[src/rtl/seven_segment_monitor.sv]
// rtl/seven_segment_monitor.sv - seven-segment bus monitor: synchroniser, stability filter, BCD decode, change counter
// Define SEG_SEQ_CHECK_EN to build the 0->9->0 digit sequence checker.
module seven_segment_monitor #(
  parameter int STABLE_CYCLES = 4,
  parameter int COUNT_WIDTH   = 16
) (
  input  logic                   clk,
  input  logic                   reset_n,
  input  logic [6:0]             seg_in,
  input  logic                   clear,
  output logic [3:0]             digit,
  output logic                   digit_valid,
  output logic                   bad_pattern,
  output logic                   update,
  output logic [COUNT_WIDTH-1:0] change_count,
  output logic                   seq_error,
  output logic [7:0]             seq_error_count
);

  localparam logic [7:0] LAST_CNT = 8'(STABLE_CYCLES - 1);

  logic [6:0] s1, s2, cand, acc;
  logic [7:0] cnt;
  logic       accept;
  logic       cand_valid, acc_valid;
  logic [3:0] cand_digit, acc_digit;

  // Returns {valid, digit}; digit is 0 for anything that is not a digit code.
  function automatic logic [4:0] decode(input logic [6:0] p);
    case (p)
      7'h3F:   decode = {1'b1, 4'd0};
      7'h06:   decode = {1'b1, 4'd1};
      7'h5B:   decode = {1'b1, 4'd2};
      7'h4F:   decode = {1'b1, 4'd3};
      7'h66:   decode = {1'b1, 4'd4};
      7'h6D:   decode = {1'b1, 4'd5};
      7'h7D:   decode = {1'b1, 4'd6};
      7'h07:   decode = {1'b1, 4'd7};
      7'h7F:   decode = {1'b1, 4'd8};
      7'h6F:   decode = {1'b1, 4'd9};
      default: decode = 5'd0;
    endcase
  endfunction

  assign accept = (s2 == cand) && (cnt == LAST_CNT) && (cand != acc);
  assign {cand_valid, cand_digit} = decode(cand);
  assign {acc_valid, acc_digit}   = decode(acc);

  assign digit       = acc_digit;
  assign digit_valid = acc_valid;
  assign bad_pattern = (acc != 7'h00) && !acc_valid;

  always_ff @(posedge clk or negedge reset_n) begin
    if (!reset_n) begin
      s1     <= 7'h00;
      s2     <= 7'h00;
      cand   <= 7'h00;
      cnt    <= 8'd0;
      acc    <= 7'h00;
      update <= 1'b0;
    end else begin
      s1 <= seg_in;
      s2 <= s1;
      // Any movement of the synchronised pattern restarts the stability window.
      if (s2 != cand) begin
        cand <= s2;
        cnt  <= 8'd0;
      end else if (cnt != 8'hFF) begin
        cnt <= cnt + 8'd1;
      end
      update <= accept;
      if (accept) acc <= cand;
    end
  end

  always_ff @(posedge clk or negedge reset_n) begin
    if (!reset_n) begin
      change_count <= '0;
    end else if (clear) begin
      change_count <= '0;
    end else if (accept && (change_count != '1)) begin
      change_count <= change_count + COUNT_WIDTH'(1);
    end
  end

`ifdef SEG_SEQ_CHECK_EN
  typedef enum logic {NO_REF, HAVE_REF} seq_state_t;

  seq_state_t state;
  logic [3:0] prev;
  logic [3:0] next_expected;

  assign next_expected = (prev == 4'd9) ? 4'd0 : prev + 4'd1;

  always_ff @(posedge clk or negedge reset_n) begin
    if (!reset_n) begin
      state           <= NO_REF;
      prev            <= 4'd0;
      seq_error       <= 1'b0;
      seq_error_count <= 8'd0;
    end else begin
      if (accept) begin
        if (cand_valid) begin
          prev  <= cand_digit;
          state <= HAVE_REF;
        end else begin
          state <= NO_REF;
        end
      end
      // clear only touches the error record; the reference digit survives it.
      if (clear) begin
        seq_error       <= 1'b0;
        seq_error_count <= 8'd0;
      end else if (accept && cand_valid && (state == HAVE_REF) && (cand_digit != next_expected)) begin
        seq_error <= 1'b1;
        if (seq_error_count != 8'hFF) seq_error_count <= seq_error_count + 8'd1;
      end
    end
  end
`else
  assign seq_error       = 1'b0;
  assign seq_error_count = 8'd0;
`endif

endmodule
[config.mk]
export PLATFORM = sky130hd
export DESIGN_NAME = seven_segment_monitor
export DESIGN_NICKNAME = d
export VERILOG_FILES = /design/src/rtl/seven_segment_monitor.sv
export SDC_FILE = /design/constraint.sdc
export NUM_CORES = 1
export LEC_CHECK = 0
export ABC_CLOCK_PERIOD_IN_PS = 3980
export CAP_MARGIN = 40
export CORE_MARGIN = 10
export CORE_UTILIZATION = 58
export CTS_CLUSTER_DIAMETER = 40
export DETAILED_ROUTE_END_ITERATION = 10
export HOLD_SLACK_MARGIN = 0.03
export PLACE_DENSITY = 0.92
export SLEW_MARGIN = 20
export SYNTH_ARGS = -nofsm -noshare
export SYNTH_HDL_FRONTEND = slang
export SYNTH_SLANG_ARGS = --single-unit
[constraint.sdc]
create_clock -name clk -period 3.98 [get_ports clk]
set_input_delay 0.796 -clock clk [delete_from_list [all_inputs] [get_ports clk]]
set_output_delay 0.796 -clock clk [all_outputs]
set_load 0.03 [all_outputs]
==> Yosys cells after proc, flatten, opt, wreduce, memory -nomap -nowiden <==
Index checks and enable logic that the tools add are counted.
{ "word_totals": {"out_inout_bits": 32, "ff_bits": 53, "word_cells": 38} }
{ "classes": {"mux": 5, "reduce_logical": 8, "addsub": 2, "n_eq_ne": 16} }
{ "op_table": {"columns": ["op", "n"], "rows": [
  ["case mux 5 bit (10 select lines)", 1],
  ["== test 7 bit, second input constant", 7],
  ["2-to-1 mux 16 bit", 2],
  ["adder 16 x 1 -> 16 bit, second input constant", 1],
  ["2-to-1 mux 8 bit", 2],
  ["inequality test 16 bit, second input constant", 1],
  ["== test 7 x 3 -> 1 bit, second input constant", 2],
  ["inequality test 7 bit", 2],
  ["adder 8 x 1 -> 8 bit, second input constant", 1],
  ["== test 8 x 2 -> 1 bit, second input constant", 1],
  ["inequality test 8 bit, second input constant", 1],
  ["== test 7 x 6 -> 1 bit, second input constant", 1],
  ["== test 7 bit", 1],
  ["nonzero test 7 bit", 1],
  ["logical AND 1 bit", 4],
  ["nonzero test 2 bit", 2],
  ["logical NOT 1 bit", 1]
]} }

==> Logic depth before layout (Yosys ltp) <==
Gate-level depths: netlist (run 1).
{ "logic_depth": {"word_depth": 6, "ltp_mapped": 8} }

==> Least setup slack after synthesis (run 1) <==
Ideal clock, no wire load.
{ "synth_path": {"kind": "register to output", "start": "reg acc[6]", "end": "out bad_pattern", "arrival_ps": 2123, "setup_slack_ps": 1061, "path_buffers": 1, "path_stages_with_launch": 7, "cell_sequence": "dfrtp_1 clkbuf_1 and3_1 nand3_1 o21ai_0 a21o_1 nor2_1"} }
{ "synth_between": {"elab_chain_len": 4, "word_cells_on_any_way": 14, "classes_between": "10 x eq/ne; 1 x mux; 3 x reduce/logical"} }
{ "synth_rtl": {"columns": ["item", "line", "rtl"], "rows": [
  ["start: declaration", "22", "logic [6:0] s1, s2, cand, acc;"],
  ["start signal: assignment", "72", "if (accept) acc <= cand;"],
  ["== test 7 bit (tied with other cells)", "30", "case (p)"],
  ["case mux 5 bit (10 select lines) *", "30", null],
  ["net digit_valid", "12", "output logic digit_valid,"],
  ["logical NOT 1 bit *", "51", "assign bad_pattern = (acc != 7'h00) && !acc_valid;"],
  ["logical AND 1 bit *", "51", null],
  ["end: declaration", "13", "output logic bad_pattern,"]
]} }
The timed path passes the listed nets; every way through them passes the cells marked *.

==> Worst setup path in the final report (run 1) <==
{ "layout_path": {"start": "reg acc[4]", "end": "out bad_pattern"} }
{ "layout_between": {"elab_chain_len": 4, "word_cells_on_any_way": 14, "classes_between": "10 x eq/ne; 1 x mux; 3 x reduce/logical"} }
{ "layout_rtl": {"columns": ["item", "line"], "rows": [
  ["== test 7 bit (tied with other cells)", "30"],
  ["case mux 5 bit (10 select lines)", "30"],
  ["logical NOT 1 bit", "51"],
  ["logical AND 1 bit *", "51"]
]} }
Mark *: on every way between the ends. The rest lies on a longest branch, timed or not.

==> qor.csv, run 1 <==
stage;metric;value;unit
outcome;outcome;completed;
sta;min_period;3.23;ns
finish;drive_above_1_share;9.89;%
grt;grt_overflow;0;
route;routed_wirelength;5290;um
floorplan;core_area;0.00441;mm^2
power_and_ir_drop;seqPwrFrac;60.0;%
synthesis;synth.area.top_cells;dfrtp_1 (49%), mux2_2 (4.2%), nand3_1 (3.2%);
grt;gr-usage-met1;16.1;%
placed_design;post-place-ws;1.12;ns
finish;finalInstanceArea;0.00304;mm^2
route;drc;0;
setup_path;r2r_setup_slack;1.45;ns
power_and_ir_drop;clkPwrFrac;34.9;%
synthesis;synth_top_area_share;49.2;%
setup_path;cp_cell_sequence;mux2_2 > a21oi_1 > o22ai_1 > a21o_1 > nor2_1 > clkdlybuf4s50_1;
power_and_ir_drop;finalPower;0.000929;W
synthesis;synth_largest_area_cell;dfrtp_1;
setup_path;rr_endpoint;change_count[10];
power_and_ir_drop;p_sw;0.000232;W
sta;grt_setup_unrepaired;false;
synthesis;synth_cell_types;49;
setup_path;slowest_stage;clkdlybuf4s50_1;
clocking;cts-buffers-inserted;5;
grt;grt_max_degree;42;
clocking;insertion_delay;0.31;ns
grt;grt_pass1_wl;8910;um
clocking;post_cts_buffers;0;
synthesis;synth_cells;265;
synthesis;synthArstFlopShare;100;%
clocking;cts-resized-gates;0;
sta;report.final.slew_viol_count;0;
clocking;cts_root_buf;clkbuf_8;
setup_path;critPathArrivalTime;2.43;ns
clocking;cts_tree;done;
synthesis;synth_seq_area_share;49.2;%
floorplan;die_height;88.2;um
grt;grt_use_total;14.1;%
synthesis;syn_avg_cell_area;10.2;um^2
synthesis;ys.warnings.count;0;
route;vias;1999;
floorplan;start_util;61.1;%
finish;n_antenna_cell;0;
floorplan;die_w;88.2;um
setup_path;required;3.18;ns
sta;skew;0.00443;ns
route;antenna_left;0;
placed_design;port_buffers;32;
power_and_ir_drop;pwr-share-comb;5.1;%
grt;top_usage_layer;met2;
sta;slew_headroom;51.7;%
sta;setup_viol;0;
clocking;clk_path_buf_depth;2;
grt;antenna_found_initial;0;
sta;worstMarginPinSlew;0.721;ns
route;wl_per_cell;15.8;um
setup_path;critical-path-max-stage-delay;0.70;ns
placed_design;hpwlAfterDp;3860;um
sta;final.setup.worst_slack;0.755;ns
sta;hold_viol_final;0;
route;dr.pass1.iters;4;
sta;post-route-period-util;81.0;%
placed_design;dpl_cell_area;0.00294;mm^2
sta;fmax;310;MHz
sta;finalSetupTns;0;ns
route;drtIter0Drc;180;
clocking;cts_hold_buffers;0;
sta;worst_hold_slack;0.337;ns
synthesis;syn_area;0.00270;mm^2
finish;syn_to_final_growth;12.7;%
clocking;cts_num_sinks;53;
setup_path;rr_startpoint;change_count[0];
power_and_ir_drop;p_sw_share;25.0;%
synthesis;synth_edf_count;0;
grt;use_met2;24.4;%
route;routed_via_density;5.97;
placed_design;gp_congestion;0.859;
setup_path;endpoint_kind;primary output;
finish;nets;294;
setup_path;worstSetupPathType;flop to primary output;
floorplan;die-area;0.00777;mm^2
setup_path;start_kind;flop;
clocking;clkTransAtPathRegs;0.10;ns
power_and_ir_drop;p_leak;1.21;nW
setup_path;path_max_fanout;8;
synthesis;synth_seq_cells;53;
power_and_ir_drop;vdd_drop_max;0.000360;V
run;max_cap_violations;0;
power_and_ir_drop;p_per_area;306;mW/mm^2
min_path;worstHoldPathType;input port to asynchronous set/reset pin;
grt;grt_util_met3;3.34;%
power_and_ir_drop;power.internal;0.000697;W
clocking;htree_num_levels;2;
floorplan;pin_count;42;
synthesis;synth_ff_type;dfrtp_1;
setup_path;r2r_cells;6;
floorplan;rows;24;
grt;grt_pass1_vias;1985;
sequential cells by signal, summed over array words and instances (netlist names):
name,flops
cnt,8
acc,7
update,1
cand,7
s2,7
change_count,16
s1,7
worst max path at each step:
stage,from,endpoint,slack [ns],depth (start not counted)
floorplan,acc[6],bad_pattern,1.06,6
global route,acc[4],bad_pattern,0.66,6
detailed placement,acc[4],bad_pattern,1.12,6
global placement,acc[4],bad_pattern,1.20,6
CTS,acc[4],bad_pattern,0.75,6
finish,acc[4],bad_pattern,0.75,6
Yosys cell counts, drive strengths merged (4+ instances only):
library cell,number
nor2,16
clkbuf,14
a21oi,16
and3,5
dfrtp,53
xnor2,8
a31oi,4
o31ai,7
o21ai,12
buf,17
nand3,18
nor3,6
nor4,4
or4,8
or3,7
o211ai,5
inv,5
mux2,10
nand2,9
nand4,6
xor2,9
layout make-up:
cell class / count / area [um^2]
clock buffer: 5 / 68.8
clock inverter: 3 / 28.8
sequential: 53 / 1330
timing repair buffer: 33 / 323
inverter: 5 / 18.8
tap: 52 / 65.1
fill: 334 / 1380
multi-input combinational: 184 / 1210
metrics by stage:
step                instances  utilization, %
floorplan                 273               -
global placement          327            66.6
detailed placement        327            66.6
CTS                       335            68.8
global route              335            68.8
finish                    335            68.8
layout by cell type (no fill, tap or decap), types with 7 or more instances in the layout:
cell	count
dfrtp_1	53
clkdlybuf4s50_1	31
nand3_1	17
a21oi_1	16
nor2_1	16
o21ai_0	11
mux2_2	10
nand2_1	9
xor2_1	9
conb_1	9
xnor2_1	8
or4_1	8
or3_1	7
o31ai_1	7
power groups by stage:
stage	sequential [W]	clock, W	combinational [W]
floorplan	0.000566	0	0.0000346
global placement	0.000567	0	0.0000464
detailed placement	0.000568	0	0.0000477
CTS	0.000557	0.000331	0.0000479
global route	0.000559	0.000357	0.0000528
finish	0.000557	0.000324	0.0000474
worst max-delay path, delay by kind of cell, from the launching register on:
kind / cells / cell delay [ns]
mux: 1 / 0.37
buf+inv: 1 / 0.70
flops: 1 / 0.50
compound gates: 3 / 0.42
simple gates: 1 / 0.13
logic make-up after synthesis:
| kind of cell | after synthesis | synth area share, % |
|---|---|---|
| AND/OR/NAND/NOR | 93 | 20.7 |
| flip-flops | 53 | 49.2 |
| AO/OA/AOI/OAI | 52 | 11.8 |
| buffers and inverters | 36 | 7.15 |
| XOR/XNOR | 17 | 5.52 |
| multiplexers | 11 | 4.55 |
| adder cells (fa/ha/maj) | 2 | 0.928 |
| other | 1 | 0.139 |
per-layer routing:
metal / up-vias / part of all wire [%]
li1: 970 / -
met1: 957 / 40
met2: 65 / 52
met3: 7 / 7.4
met4: 0 / 1.2
met5: - / 0
No activity file was read; power rests on OpenSTA's default activity.
==> run 2, diff against run 1 <==
--- a/config.mk
+++ b/config.mk
@@ -5,14 +5,14 @@
 export SDC_FILE = /design/constraint.sdc
 export NUM_CORES = 1
 export LEC_CHECK = 0
-export ABC_CLOCK_PERIOD_IN_PS = 3980
+export ABC_CLOCK_PERIOD_IN_PS = 3200
 export CAP_MARGIN = 40
 export CORE_MARGIN = 10
-export CORE_UTILIZATION = 58
+export CORE_UTILIZATION = 53
 export CTS_CLUSTER_DIAMETER = 40
 export DETAILED_ROUTE_END_ITERATION = 10
 export HOLD_SLACK_MARGIN = 0.03
-export PLACE_DENSITY = 0.92
+export PLACE_DENSITY = 0.86
 export SLEW_MARGIN = 20
 export SYNTH_ARGS = -nofsm -noshare
 export SYNTH_HDL_FRONTEND = slang
==> constraint.sdc (replaced) <==
create_clock -name clk -period 3.2 [get_ports clk]
set_input_delay 0.64 -clock clk [delete_from_list [all_inputs] [get_ports clk]]
set_output_delay 0.64 -clock clk [all_outputs]
set_load 0.03 [all_outputs]
==> run 2 against run 1 <==
Against the previous run: combinational power grew 26%; clock skew grew 0.0093 ns; via count shrank 0.50%; die area grew 7.3%; sequential cell count is the same; register-to-register slack lost 0.81 ns; worst setup slack lost 0.50 ns; critical path depth shrank 3; hold slack gained 0.020 ns; routed wire length shrank 0.57%; sequential share of layout area shrank 0.52 points; first-iteration DRC count shrank 18%; critical endpoint is now digit[0]; largest cell class unchanged.
==> qor.csv, run 2 (synthesis gave the netlist of run 1 again) <==
stage;metric;value;unit;change
outcome;outcome;completed;;unchanged
finish;largest_register;change_count;;unchanged
power_and_ir_drop;p_per_area;376;mW/mm^2;was 306 mW/mm^2
finish;final_cell_mix;dfrtp_1 (53), clkdlybuf4s50_1 (30), nand3_1 (17), a21oi_1 (16), nor2_1 (16);;was dfrtp_1 (53), clkdlybuf4s50_1 (31), nand3_1 (17), a21oi_1 (16), nor2_1 (16)
finish;final_common_cell;dfrtp_1;;unchanged
clocking;cts-buffers-inserted;5;;unchanged
grt;grt_pass1_wl;8980;um;was 8910 um
setup_path;path_max_fanout;11;;was 8
setup_path;critical-path-max-stage-delay;0.68;ns;was 0.70 ns
clocking;htree_num_levels;2;;unchanged
setup_path;r2r_setup_slack;0.64;ns;was 1.45 ns
placed_design;gp_congestion;0.839;;was 0.859
setup_path;worstSetupPathType;flop to primary output;;unchanged
grt;grt_use_total;12.7;%;was 14.1%
setup_path;crit_family;buffers and inverters;;unchanged
setup_path;endpoint_kind;primary output;;unchanged
setup_path;rr_endpoint;change_count[10];;unchanged
route;antenna_left;0;;unchanged
route;wl_per_cell;14.9;um;was 15.8 um
finish;largest_reg_flops;16;;unchanged
min_path;worstHoldPathType;flop to flop;;was input port to asynchronous set/reset pin
setup_path;critPathArrivalTime;2.30;ns;was 2.43 ns
floorplan;die_w;91.3;um;was 88.2 um
floorplan;die-area;0.00834;mm^2;was 0.00777 mm^2
clocking;insertion_delay;0.31;ns;about the same
sta;worst_hold_slack;0.357;ns;was 0.337 ns
clocking;cts_root_buf;clkbuf_8;;unchanged
run;max_cap_violations;0;;unchanged
finish;n_antenna_cell;0;;unchanged
power_and_ir_drop;vdd_drop_max;0.000366;V;was 0.000360 V
route;dr.pass1.iters;4;;unchanged
sta;finalSetupTns;0;ns;unchanged
clocking;cts_hold_buffers;0;;unchanged
placed_design;port_buffers;32;;unchanged
placed_design;hpwlAfterDp;3720;um;was 3860 um
sta;skew;0.0137;ns;was 0.00443 ns
setup_path;startpoint;acc[1];;was acc[4]
grt;grt_max_degree;54;;was 42
setup_path;slowest_stage;clkdlybuf4s50_1;;unchanged
floorplan;rows;25;;was 24
grt;antenna_found_initial;0;;unchanged
sta;hold_viol_final;0;;unchanged
setup_path;r2r_cells;6;;unchanged
route;drc;0;;unchanged
finish;drive_above_1_share;10.5;%;was 9.89%
setup_path;required;2.56;ns;was 3.18 ns
sta;slew_headroom;56.7;%;was 51.7%
power_and_ir_drop;finalPower;0.00115;W;was 0.000929 W
sta;report.final.slew_viol_count;0;;unchanged
finish;top_regs;change_count x16, cnt x8;;unchanged
clocking;clk_path_buf_depth;2;;unchanged
grt;grt_overflow;0;;unchanged
finish;nets;296;;was 294
sta;fmax;340;MHz;
setup_path;cp_cell_sequence;or4b_2 > a21oi_1 > clkdlybuf4s50_1;;was mux2_2 > a21oi_1 > o22ai_1 > a21o_1 > nor2_1 > clkdlybuf4s50_1
floorplan;start_util;55.9;%;was 61.1%
floorplan;pin_count;42;;unchanged
finish;syn_to_final_growth;14.0;%;was 12.7%
clocking;cts_num_sinks;53;;unchanged
setup_path;crit_end;digit[0];;was bad_pattern
sta;post-route-period-util;91.9;%;
sta;setup_viol;0;;unchanged
route;routed_wirelength;5260;um;was 5290 um
grt;grt_pass1_vias;1936;;was 1985
setup_path;cp.buffers_inverters;1;;unchanged
route;routed_via_density;5.65;;was 5.97
clocking;clkTransAtPathRegs;0.11;ns;was 0.10 ns
power_and_ir_drop;p_leak;1.24;nW;was 1.21 nW
sta;min_period;2.94;ns;
sta;worstMarginPinSlew;0.645;ns;was 0.721 ns
sta;grt_setup_unrepaired;false;;unchanged
clocking;cts_tree;done;;unchanged
setup_path;path_depth;3;;was 6
route;vias;1989;;was 1999
setup_path;start_kind;flop;;unchanged
route;drtIter0Drc;148;;was 180
floorplan;die_height;91.3;um;was 88.2 um
floorplan;core_area;0.00482;mm^2;was 0.00441 mm^2
setup_path;rr_startpoint;change_count[0];;unchanged
run 2: changes by cell type in the layout (fill, tap and decap cells not counted):
cell,previous run,this run
clkinv_4,0,1
dlymetal6s2s_1,0,1
inv_6,2,1
clkdlybuf4s50_1,31,30
buf_4,1,3
run 2: where the power goes:
| group | leakage [nW] | switching (W) | internal, W |
|---|---|---|---|
| combinational | 0.496 | 0.0000405 | 0.0000190 |
| sequential | 0.692 | 0.00000960 | 0.000683 |
| clock | 0.0506 | 0.000239 | 0.000164 |
run 2: timing repair:
item	4_1_cts	5_1_grt
resized for setup	0	1
endpoints found under the setup margin	0	1
setup buffers	0	0
run 2: metal layers:
metal	share of wire [%]	global-route usage, %	wire length [um]	vias up
met5	0	0	0	-
met4	1.4	6.53	71	0
met3	5.5	3.87	291	6
met2	49	19.6	2600	41
met1	44	15.6	2300	974
li1	-	-	-	968
run 2: how the worst min path moves through the flow:
| stage | startpoint | to | slack [ns] | depth (start not counted) |
|---|---|---|---|---|
| floorplan | s1[0] | s2[0] | 0.33 | 0 |
| global placement | s1[2] | s2[2] | 0.33 | 0 |
| detailed placement | s1[0] | s2[0] | 0.33 | 0 |
| CTS | s1[5] | s2[5] | 0.36 | 0 |
| global route | s1[6] | s2[6] | 0.37 | 0 |
| finish | s1[0] | s2[0] | 0.36 | 0 |
run 2: metrics by stage:
step / setup WS [ns] / utilization (%) / instances / area (um^2)
6_report: 0.260 / 63.8 / 352 / 3070
3_3_place_gp: 0.577 / 61.7 / 344 / 2970
5_1_grt: 0.166 / 63.8 / 352 / 3070
2_1_floorplan: 0.437 / - / 273 / 2730
4_1_cts: 0.111 / 63.7 / 352 / 3070
3_5_place_dp: 0.477 / 61.7 / 344 / 2970
run 2: layout make-up:
class	instances	area (um^2)
Timing Repair Buffer	35	340
Clock inverter	3	28.8
Multi-Input combinational cell	184	1210
Sequential cell	53	1330
Clock buffer	5	68.8
Fill cell	407	1740
Inverter	5	18.8
Tap cell	67	83.8
==> run 3, diff against run 2 <==
--- a/config.mk
+++ b/config.mk
@@ -9,6 +9,7 @@
 export CAP_MARGIN = 40
 export CORE_MARGIN = 10
 export CORE_UTILIZATION = 53
+export CTS_BUF_LIST = sky130_fd_sc_hd__clkbuf_8 sky130_fd_sc_hd__clkbuf_16
 export CTS_CLUSTER_DIAMETER = 40
 export DETAILED_ROUTE_END_ITERATION = 10
 export HOLD_SLACK_MARGIN = 0.03
==> results of run 3 <==
The final DEF is identical to that of run 2; final timing and power are the same.
